### src/rtl/multiplier_adder3.sv
// rtl/multiplier_adder3.sv - unsigned 3x3 array multiplier in a two-stage valid pipeline
// Stage 1 registers AND-gate partial products; stage 2 sums them in an HA/FA ripple array.

module multiplier_adder3_ha (
    input  logic x,
    input  logic y,
    output logic sum,
    output logic carry
);
    assign sum   = x ^ y;
    assign carry = x & y;
endmodule

module multiplier_adder3_fa (
    input  logic x,
    input  logic y,
    input  logic z,
    output logic sum,
    output logic carry
);
    assign sum   = x ^ y ^ z;
    assign carry = (x & y) | (x & z) | (y & z);
endmodule

module multiplier_adder3 (
    input  logic       clk,
    input  logic       rst,
    input  logic       in_valid,
    input  logic [2:0] a,
    input  logic [2:0] b,
    output logic [5:0] p,
    output logic       out_valid
);
    // pp_q[i][j] = a[j] & b[i], weight 2^(i+j)
    logic [2:0][2:0] pp_d, pp_q;
    logic            v1_d, v1_q;
    logic [5:0]      p_d, p_q;
    logic            out_valid_d, out_valid_q;

    logic [5:0] sum_w;
    logic       r1_c1, r1_s2, r1_c2, r1_s3, r1_c3;
    logic       r2_c2, r2_c3;

    // Partial products hold while idle so X or toggling operands never reach the array.
    always_comb begin
        pp_d = pp_q;
        v1_d = in_valid;
        if (in_valid) begin
            for (int i = 0; i < 3; i++) begin
                for (int j = 0; j < 3; j++) begin
                    pp_d[i][j] = a[j] & b[i];
                end
            end
        end
    end

    assign sum_w[0] = pp_q[0][0];

    // Row 1: pp[0][2:1] + pp[1][2:0]
    multiplier_adder3_ha u_r1_col1 (
        .x(pp_q[0][1]), .y(pp_q[1][0]),
        .sum(sum_w[1]), .carry(r1_c1)
    );
    multiplier_adder3_fa u_r1_col2 (
        .x(pp_q[0][2]), .y(pp_q[1][1]), .z(r1_c1),
        .sum(r1_s2), .carry(r1_c2)
    );
    multiplier_adder3_ha u_r1_col3 (
        .x(pp_q[1][2]), .y(r1_c2),
        .sum(r1_s3), .carry(r1_c3)
    );

    // Row 2: row-1 result + pp[2][2:0]; final carry is the product MSB
    multiplier_adder3_ha u_r2_col2 (
        .x(r1_s2), .y(pp_q[2][0]),
        .sum(sum_w[2]), .carry(r2_c2)
    );
    multiplier_adder3_fa u_r2_col3 (
        .x(r1_s3), .y(pp_q[2][1]), .z(r2_c2),
        .sum(sum_w[3]), .carry(r2_c3)
    );
    multiplier_adder3_fa u_r2_col4 (
        .x(r1_c3), .y(pp_q[2][2]), .z(r2_c3),
        .sum(sum_w[4]), .carry(sum_w[5])
    );

    always_comb begin
        p_d         = v1_q ? sum_w : p_q;
        out_valid_d = v1_q;
    end

    always_ff @(posedge clk or posedge rst) begin
        if (rst) begin
            pp_q        <= '0;
            v1_q        <= 1'b0;
            p_q         <= 6'd0;
            out_valid_q <= 1'b0;
        end else begin
            pp_q        <= pp_d;
            v1_q        <= v1_d;
            p_q         <= p_d;
            out_valid_q <= out_valid_d;
        end
    end

    assign p         = p_q;
    assign out_valid = out_valid_q;

endmodule

### config.mk
export PLATFORM = sky130hd
export DESIGN_NAME = multiplier_adder3
export DESIGN_NICKNAME = d
export VERILOG_FILES = /design/src/rtl/multiplier_adder3.sv
export SDC_FILE = /design/constraint.sdc
export NUM_CORES = 1
export LEC_CHECK = 0
export ABC_AREA = 1
export BUFFER_PORTS_ARGS = -buffer_cell sky130_fd_sc_hd__buf_4
export CELL_PAD_IN_SITES_DETAIL_PLACEMENT = 1
export CELL_PAD_IN_SITES_GLOBAL_PLACEMENT = 1
export CORE_MARGIN = 4
export CORE_UTILIZATION = 40
export DETAILED_ROUTE_END_ITERATION = 10
export GPL_TIMING_DRIVEN = 1
export MAX_ROUTING_LAYER = met4
export PLACE_DENSITY = 0.74
export SYNTH_ARGS = -nofsm -noshare
export SYNTH_HDL_FRONTEND = slang
export SYNTH_HIERARCHICAL = 1
export SYNTH_SLANG_ARGS = --single-unit
### constraint.sdc
create_clock -name clk -period 5.3 [get_ports clk]
set_input_delay 0.265 -clock clk [delete_from_list [all_inputs] [get_ports clk]]
set_output_delay 0.265 -clock clk [all_outputs]
set_load 0.05 [all_outputs]
==> results_dict.tcl, run 1 <==
set metrics [dict create \
    worstSetupEndpoint "p[4]" \
    grt_antenna_before_repair 0 \
    timing.setup.critical_path_class "reg2reg" \
    slew_viol_final 0 \
    worst_max_slew_margin_expressed_relative_to_the_limit_pct 58.2 \
    final.period_utilization_pct 46.0 \
    overall_global_routing_usage_pct 13.0 \
    yosys.cell_types.count 8 \
    post_synth_top_area_cell "sky130_fd_sc_hd__dfrtp_1" \
    dr.pass1.iters 4 \
    critPathLaunchType "register" \
    grt_setup_unrepaired "no" \
    postSynthNetCount 87 \
    syn-cell-area_um2 726 \
    core_um2 1730 \
    hold_path_class "in2async" \
    hpwl_dp_mm 1.12 \
    cts_resized 0 \
    route.detailed.drc 0 \
    post_synth_inst_count 72 \
    postCtsSetupRepairBufs 0 \
    antenna_cells_inserted 0 \
    synth.area.mux_share_pct 0 \
    worst_skew_late_latency_ps 280 \
    clock_sink_count 17 \
    n_fill_cell 210 \
    multiInputGateArea_um2 278 \
    total_power_uw 288 \
    max-vdd-ir-drop_v 0.000138 \
    maxClockFrequency_mhz 410 \
    initial_core_util_pct 42.0 \
    dieArea_um2 2560 \
    die_y_um 50.6 \
    critical_path.endpoint_type "register" \
    synth_top_family_by_area "simple AND/OR/NAND/NOR gates" \
    detail_route.vias_per_cell 4.60 \
    pin_count_of_the_biggest_net_entering_global_routing 18 \
    ys_async_sr_fraction_pct 100 \
    reg2reg_from "pp_q[3]" \
    synth_top_area_share_pct 58.6 \
    final_critical_path_time_including_i_o_delays_and_setup_ps 2440 \
    cts_tree "done" \
    port_buffers 15 \
    synth_enable_flop_cells 0 \
    synth-simple-area-share_pct 24.8 \
    nNetsFinal 106 \
    crit_path_max_fanout 2 \
    post-synth-top-count-cell "sky130_fd_sc_hd__nand2_1" \
    fin_skew_ps 7.62 \
    totalNegativeSetupSlack_ps 0 \
    timing.final.setup_violations 0 \
    yosys.area_share.xor_xnor_pct 0 \
    timing.reg2reg.setup_slack_ps 2860 \
    cp_data_arrival_time_ps 2660 \
    cts-buffers-inserted 3 \
    sequential_cell_area_um2 425 \
    grt_pass1_wl_mm 2.40 \
    status "complete, no violations" \
    dp_cells 111 \
    seq_area_frac_synth_pct 58.6 \
    cts_hold_repair.buffers 0 \
    drt-initial-drc-count 2 \
    yosys.area_share.adder_pct 13.4 \
    cts_max_level 1 \
    globalRoute.totalOverflow 0 \
    clock_path_buffers 2 \
    drt_wl_total_mm 1.36 \
    synth_top_cells_by_count "sky130_fd_sc_hd__nand2_1, sky130_fd_sc_hd__dfrtp_1, sky130_fd_sc_hd__nand3_1" \
    gp_routability_congestion 0.718 \
    crit_start "pp_q[3]" \
    final_cell_count_no_fill 115 \
    clockRootBuffer "sky130_fd_sc_hd__clkbuf_4" \
    syn_area_per_cell_um2 10.1 \
    cts.reportedPaths.clkPinSlew_ps 100 \
    post-route-util_pct 51.3 \
    post_drt_wl_per_cell_um 11.9 \
    layout-area-overhead-vs-synth_pct 22.1 \
    antenna_left 0 \
    finalHoldViolations 0 \
    p_leak_nw 0.509 \
    synth.area.top_cells "sky130_fd_sc_hd__dfrtp_1, sky130_fd_sc_hd__nand2_1, sky130_fd_sc_hd__fa_1" \
    synth-seq-cells 17 \
    synth_compound_area_share_pct 0 \
    pwr_density_cell_nw_per_um2 325 \
    max_slew.worst_pin.slew_ps 626 \
    worst_ep_required_time_ps 5520 \
    rows 15 \
    maxCapViolCount 0 \
    post_route_cells_drive_above_1_share_pct 23.3 \
    first_global_vias 558 \
    dominantRegCellSynth "sky130_fd_sc_hd__dfrtp_1" \
    path_depth_of_the_worst_reg2reg_path 7 \
    die_w_um 50.6 \
    io_pins 16 \
    synth_warnings 6 \
    worstReg2RegEnd "p[4]" \
    num_vias 529 \
]
## routing by layer
metal  up-vias  part of all wire (%)  GRT usage [%]
li1        261                     -              -
met1       251                    43           14.7
met2        15                    50           21.7
met3         2                   5.4           2.67
met4         0                   1.2           6.73
met5         -                     0              -
## critical path, stage by stage, from the launching register on
cell and delay [ps]:
sky130_fd_sc_hd__dfrtp_1 400, sky130_fd_sc_hd__ha_1 230, sky130_fd_sc_hd__fa_1 420, sky130_fd_sc_hd__ha_1 320, sky130_fd_sc_hd__fa_1 390, sky130_fd_sc_hd__fa_1 510, sky130_fd_sc_hd__nand2_1 50, sky130_fd_sc_hd__nand2_1 70
## stage by stage
step	hold WS (ps)	setup WS [ps]	cell area (um^2)
2_1_floorplan	191	2980	726
3_3_place_gp	386	2950	858
3_5_place_dp	389	2870	858
4_1_cts	69.5	2840	886
5_1_grt	84.3	2770	886
6_report	52.0	2860	886
## where the power goes
part / internal [mW] / switching (mW) / total [mW]
combinational: 0.0234 / 0.0473 / 0.0707
clock: 0.0280 / 0.0386 / 0.0666
sequential: 0.143 / 0.00803 / 0.151
total: 0.194 / 0.0940 / 0.288
## layout by cell type (no fill, tap or decap)
cell type                  synthesis  routed
sky130_fd_sc_hd__buf_4             0      15
sky130_fd_sc_hd__clkbuf_4          0       3
sky130_fd_sc_hd__clkinv_2          0       1
sky130_fd_sc_hd__dfrtp_1          17      17
sky130_fd_sc_hd__fa_1              3       3
sky130_fd_sc_hd__ha_1              3       3
sky130_fd_sc_hd__inv_1             1       1
sky130_fd_sc_hd__inv_2             2       2
sky130_fd_sc_hd__nand2_1          36      36
sky130_fd_sc_hd__nand3_1           9       9
## kinds of logic (layout without fill, tap and decap cells)
family,Yosys count,count (layout)
buffers and inverters,4,22
and+or+nand+nor,45,45
adders and majority gates,6,6
DFF,17,17
## area by class of cell
class / instances / share of cell area [%]
Tap cell: 25 / 3.53
Clock buffer: 3 / 2.54
Sequential cell: 17 / 48.0
Timing Repair Buffer: 15 / 12.7
Clock inverter: 1 / 0.565
Multi-Input combinational cell: 51 / 31.4
Inverter: 3 / 1.27
## sequential cells by signal, indices dropped and copies added (netlist names)
register / cells
out_valid: 1
out_valid_d: 1
p: 6
pp_q: 9
## worst min-delay path by stage
stage,end,slack (ps)
2_1_floorplan,out_valid,190
3_3_place_gp,p[2],390
3_5_place_dp,p[2],390
4_1_cts,p[2],70
5_1_grt,p[2],80
6_report,p[2],50
(Power assumes the default switching activity.)
==> inputs of run 2 (changes only) <==
--- a/config.mk
+++ b/config.mk
@@ -5,7 +5,7 @@
 export SDC_FILE = /design/constraint.sdc
 export NUM_CORES = 1
 export LEC_CHECK = 0
-export ABC_AREA = 1
+export ABC_AREA = 0
 export BUFFER_PORTS_ARGS = -buffer_cell sky130_fd_sc_hd__buf_4
 export CELL_PAD_IN_SITES_DETAIL_PLACEMENT = 1
 export CELL_PAD_IN_SITES_GLOBAL_PLACEMENT = 1
@@ -14,7 +14,7 @@
 export DETAILED_ROUTE_END_ITERATION = 10
 export GPL_TIMING_DRIVEN = 1
 export MAX_ROUTING_LAYER = met4
-export PLACE_DENSITY = 0.74
+export PLACE_DENSITY = 0.71
 export SYNTH_ARGS = -nofsm -noshare
 export SYNTH_HDL_FRONTEND = slang
 export SYNTH_HIERARCHICAL = 1
==> constraint.sdc (replaced) <==
create_clock -name clk -period 2.4 [get_ports clk]
set_input_delay 0.12 -clock clk [delete_from_list [all_inputs] [get_ports clk]]
set_output_delay 0.12 -clock clk [all_outputs]
set_load 0.05 [all_outputs]
==> results_dict.tcl, run 2 <==
set metrics [dict create \
    status "complete, no violations" \
    drt_wl_total_mm 1.43 \
    final_critical_path_time_including_i_o_delays_and_setup_ps 2350 \
    route.detailed.drc 0 \
    die_y_um 52 \
    synth_top_family_by_area "adder cells" \
    yosys.area_share.adder_pct 12.6 \
    pin_count_of_the_biggest_net_entering_global_routing 20 \
    cts.reportedPaths.clkPinSlew_ps 100 \
    grt_setup_unrepaired "yes" \
    post-synth-top-count-cell "sky130_fd_sc_hd__dfrtp_1" \
    syn_area_per_cell_um2 12.9 \
    synth_top_cells_by_count "sky130_fd_sc_hd__dfrtp_1, sky130_fd_sc_hd__inv_1, sky130_fd_sc_hd__nand3_1" \
    timing.final.setup_violations 0 \
    dr.pass1.iters 4 \
    die_w_um 52 \
    drt-initial-drc-count 3 \
    ys_async_sr_fraction_pct 100 \
    maxClockFrequency_mhz 426 \
    post-route-util_pct 53.0 \
    worst_ep_required_time_ps 2580 \
    fin_skew_ps 2.62 \
    seq_area_frac_synth_pct 54.9 \
    overall_global_routing_usage_pct 13.2 \
    dp_cells 97 \
    critical-path-max-stage-delay_ps 450 \
    slew_viol_final 0 \
    gp_routability_congestion 0.718 \
    antenna_cells_inserted 0 \
    post_route_cells_drive_above_1_share_pct 39.0 \
    critical_path.endpoint_type "register" \
    detail_route.vias_per_cell 4.75 \
    yosys.cell_types.count 9 \
    most-common-layout-cells "sky130_fd_sc_hd__dfrtp_1, sky130_fd_sc_hd__buf_4, sky130_fd_sc_hd__inv_1, sky130_fd_sc_hd__nand3_1, sky130_fd_sc_hd__o21ai_0" \
    layout-area-overhead-vs-synth_pct 22.0 \
    grt_antenna_before_repair 0 \
    grt_pass1_wl_mm 2.51 \
    synth_top_area_share_pct 54.9 \
    postCtsSetupRepairBufs 0 \
    synth.area.mux_share_pct 11.6 \
    critPathLaunchType "register" \
    clock_path_buffers 2 \
    post_drt_wl_per_cell_um 14.0 \
    largest-register "pp_q" \
    num_vias 485 \
    worst_skew_late_latency_ps 280 \
    holdPathStages 1 \
    max-vdd-ir-drop_v 0.000364 \
    hold_path_class "in2reg" \
    synth.area.top_cells "sky130_fd_sc_hd__dfrtp_1, sky130_fd_sc_hd__mux2_4, sky130_fd_sc_hd__fa_1" \
    cp_cell_sequence "ha_2 -> fa_2 -> ha_2 -> fa_2 -> fa_1 -> mux2_4" \
    finalHoldViolations 0 \
    nNetsFinal 93 \
    final_cell_count_no_fill 102 \
    post_synth_inst_count 60 \
    syn-cell-area_um2 774 \
    synth-simple-area-share_pct 5.82 \
    core_um2 1780 \
    clock_sink_count 17 \
    port_buffers 15 \
    initial_core_util_pct 43.4 \
    maxCapViolCount 0 \
    path_depth_of_the_worst_reg2reg_path 6 \
    worst_max_slew_margin_expressed_relative_to_the_limit_pct 56.9 \
    crit_slowest_cell "sky130_fd_sc_hd__fa_1" \
    synth_warnings 6 \
    largest_register_ffs 9 \
    cts_max_level 1 \
    first_global_vias 578 \
    layout_commonest_cell "sky130_fd_sc_hd__dfrtp_1" \
    rows 15 \
    yosys.area_share.xor_xnor_pct 0 \
    p_leak_nw 0.463 \
    cts-buffers-inserted 3 \
    post_synth_top_area_cell "sky130_fd_sc_hd__dfrtp_1" \
    cp_data_arrival_time_ps 2530 \
    postSynthNetCount 75 \
    final.period_utilization_pct 97.8 \
    cts_tree "done" \
    totalNegativeSetupSlack_ps 0 \
    clockRootBuffer "sky130_fd_sc_hd__clkbuf_4" \
    pwr_density_cell_nw_per_um2 745 \
    n_fill_cell 204 \
    dominantRegCellSynth "sky130_fd_sc_hd__dfrtp_1" \
    io_pins 16 \
    max_slew.worst_pin.slew_ps 646 \
    antenna_left 0 \
    synth_enable_flop_cells 0 \
    timing.setup.critical_path_class "reg2reg" \
    synth_compound_area_share_pct 5.82 \
    synth-seq-cells 17 \
    globalRoute.totalOverflow 0 \
    crit_path_max_fanout 2 \
    dieArea_um2 2700 \
]
run 2: worst max-delay path, delay by kind of cell, from the launching register on:
family / cells / cell delay [ps]
adder cells (fa/ha/maj): 5 / 1580
flip-flops: 1 / 400
multiplexers: 1 / 270
run 2: what timing repair did:
action                                  CTS  global route
hold buffers                              1             0
gates resized for setup                   3             0
pin swaps                                 5             0
endpoints found under the setup margin    2             1
hold endpoints to repair                 17             0
cloned                                    0             0
run 2: layout make-up:
class / count / area, um^2 / area share [%]
Clock inverter: 1 / 5.00 / 0.530
Timing Repair Buffer: 16 / 123 / 13.0
Tap cell: 25 / 31.3 / 3.31
Inverter: 10 / 37.5 / 3.97
Clock buffer: 3 / 22.5 / 2.38
Sequential cell: 17 / 425 / 45.0
Multi-Input combinational cell: 30 / 300 / 31.8
run 2: logic make-up (layout without fill, tap and decap cells):
kind of cell             count (synthesis)  after routing
flip-flops                              17             17
buffers and inverters                   13             30
AND/OR/NAND/NOR                          9              9
multiplexers                             6              6
AO/OA/AOI/OAI                            9              9
adder cells (fa/ha/maj)                  6              6
run 2: where the power goes:
part	internal, mW	switching (mW)
logic	0.0844	0.124
registers	0.321	0.0259
clock network	0.0619	0.0866
run 2: worst paths after layout:
path,startpoint,endpoint,slack [ps]
worst max register to register,pp_q[1],p[4],50
max in group asynchronous,rst,pp_q[0],1500
min in group asynchronous,rst,pp_q[7],490
worst min-delay path,in_valid,out_valid_d,60
worst max-delay path,pp_q[1],p[4],50
worst min register to register,p[5],p[5],520
run 2: layer usage:
| metal | vias up | wire length [um] | track usage, % |
|---|---|---|---|
| li1 | 230 | - | - |
| met5 | - | 0 | - |
| met4 | 0 | 19 | 9.17 |
| met3 | 2 | 55 | 1.72 |
| met1 | 242 | 644 | 15.1 |
| met2 | 11 | 713 | 21.3 |
run 2: through the flow:
step	worst slack, ps	total power, mW	cell area (um^2)	hold WS [ps]
finish	51.9	0.704	945	55.9
global route	-19.9	0.743	945	49.7
CTS	39.5	0.719	945	40.6
detailed placement	-112	0.560	890	255
global placement	-27.5	0.551	890	244
floorplan	0.590	0.494	779	46.1
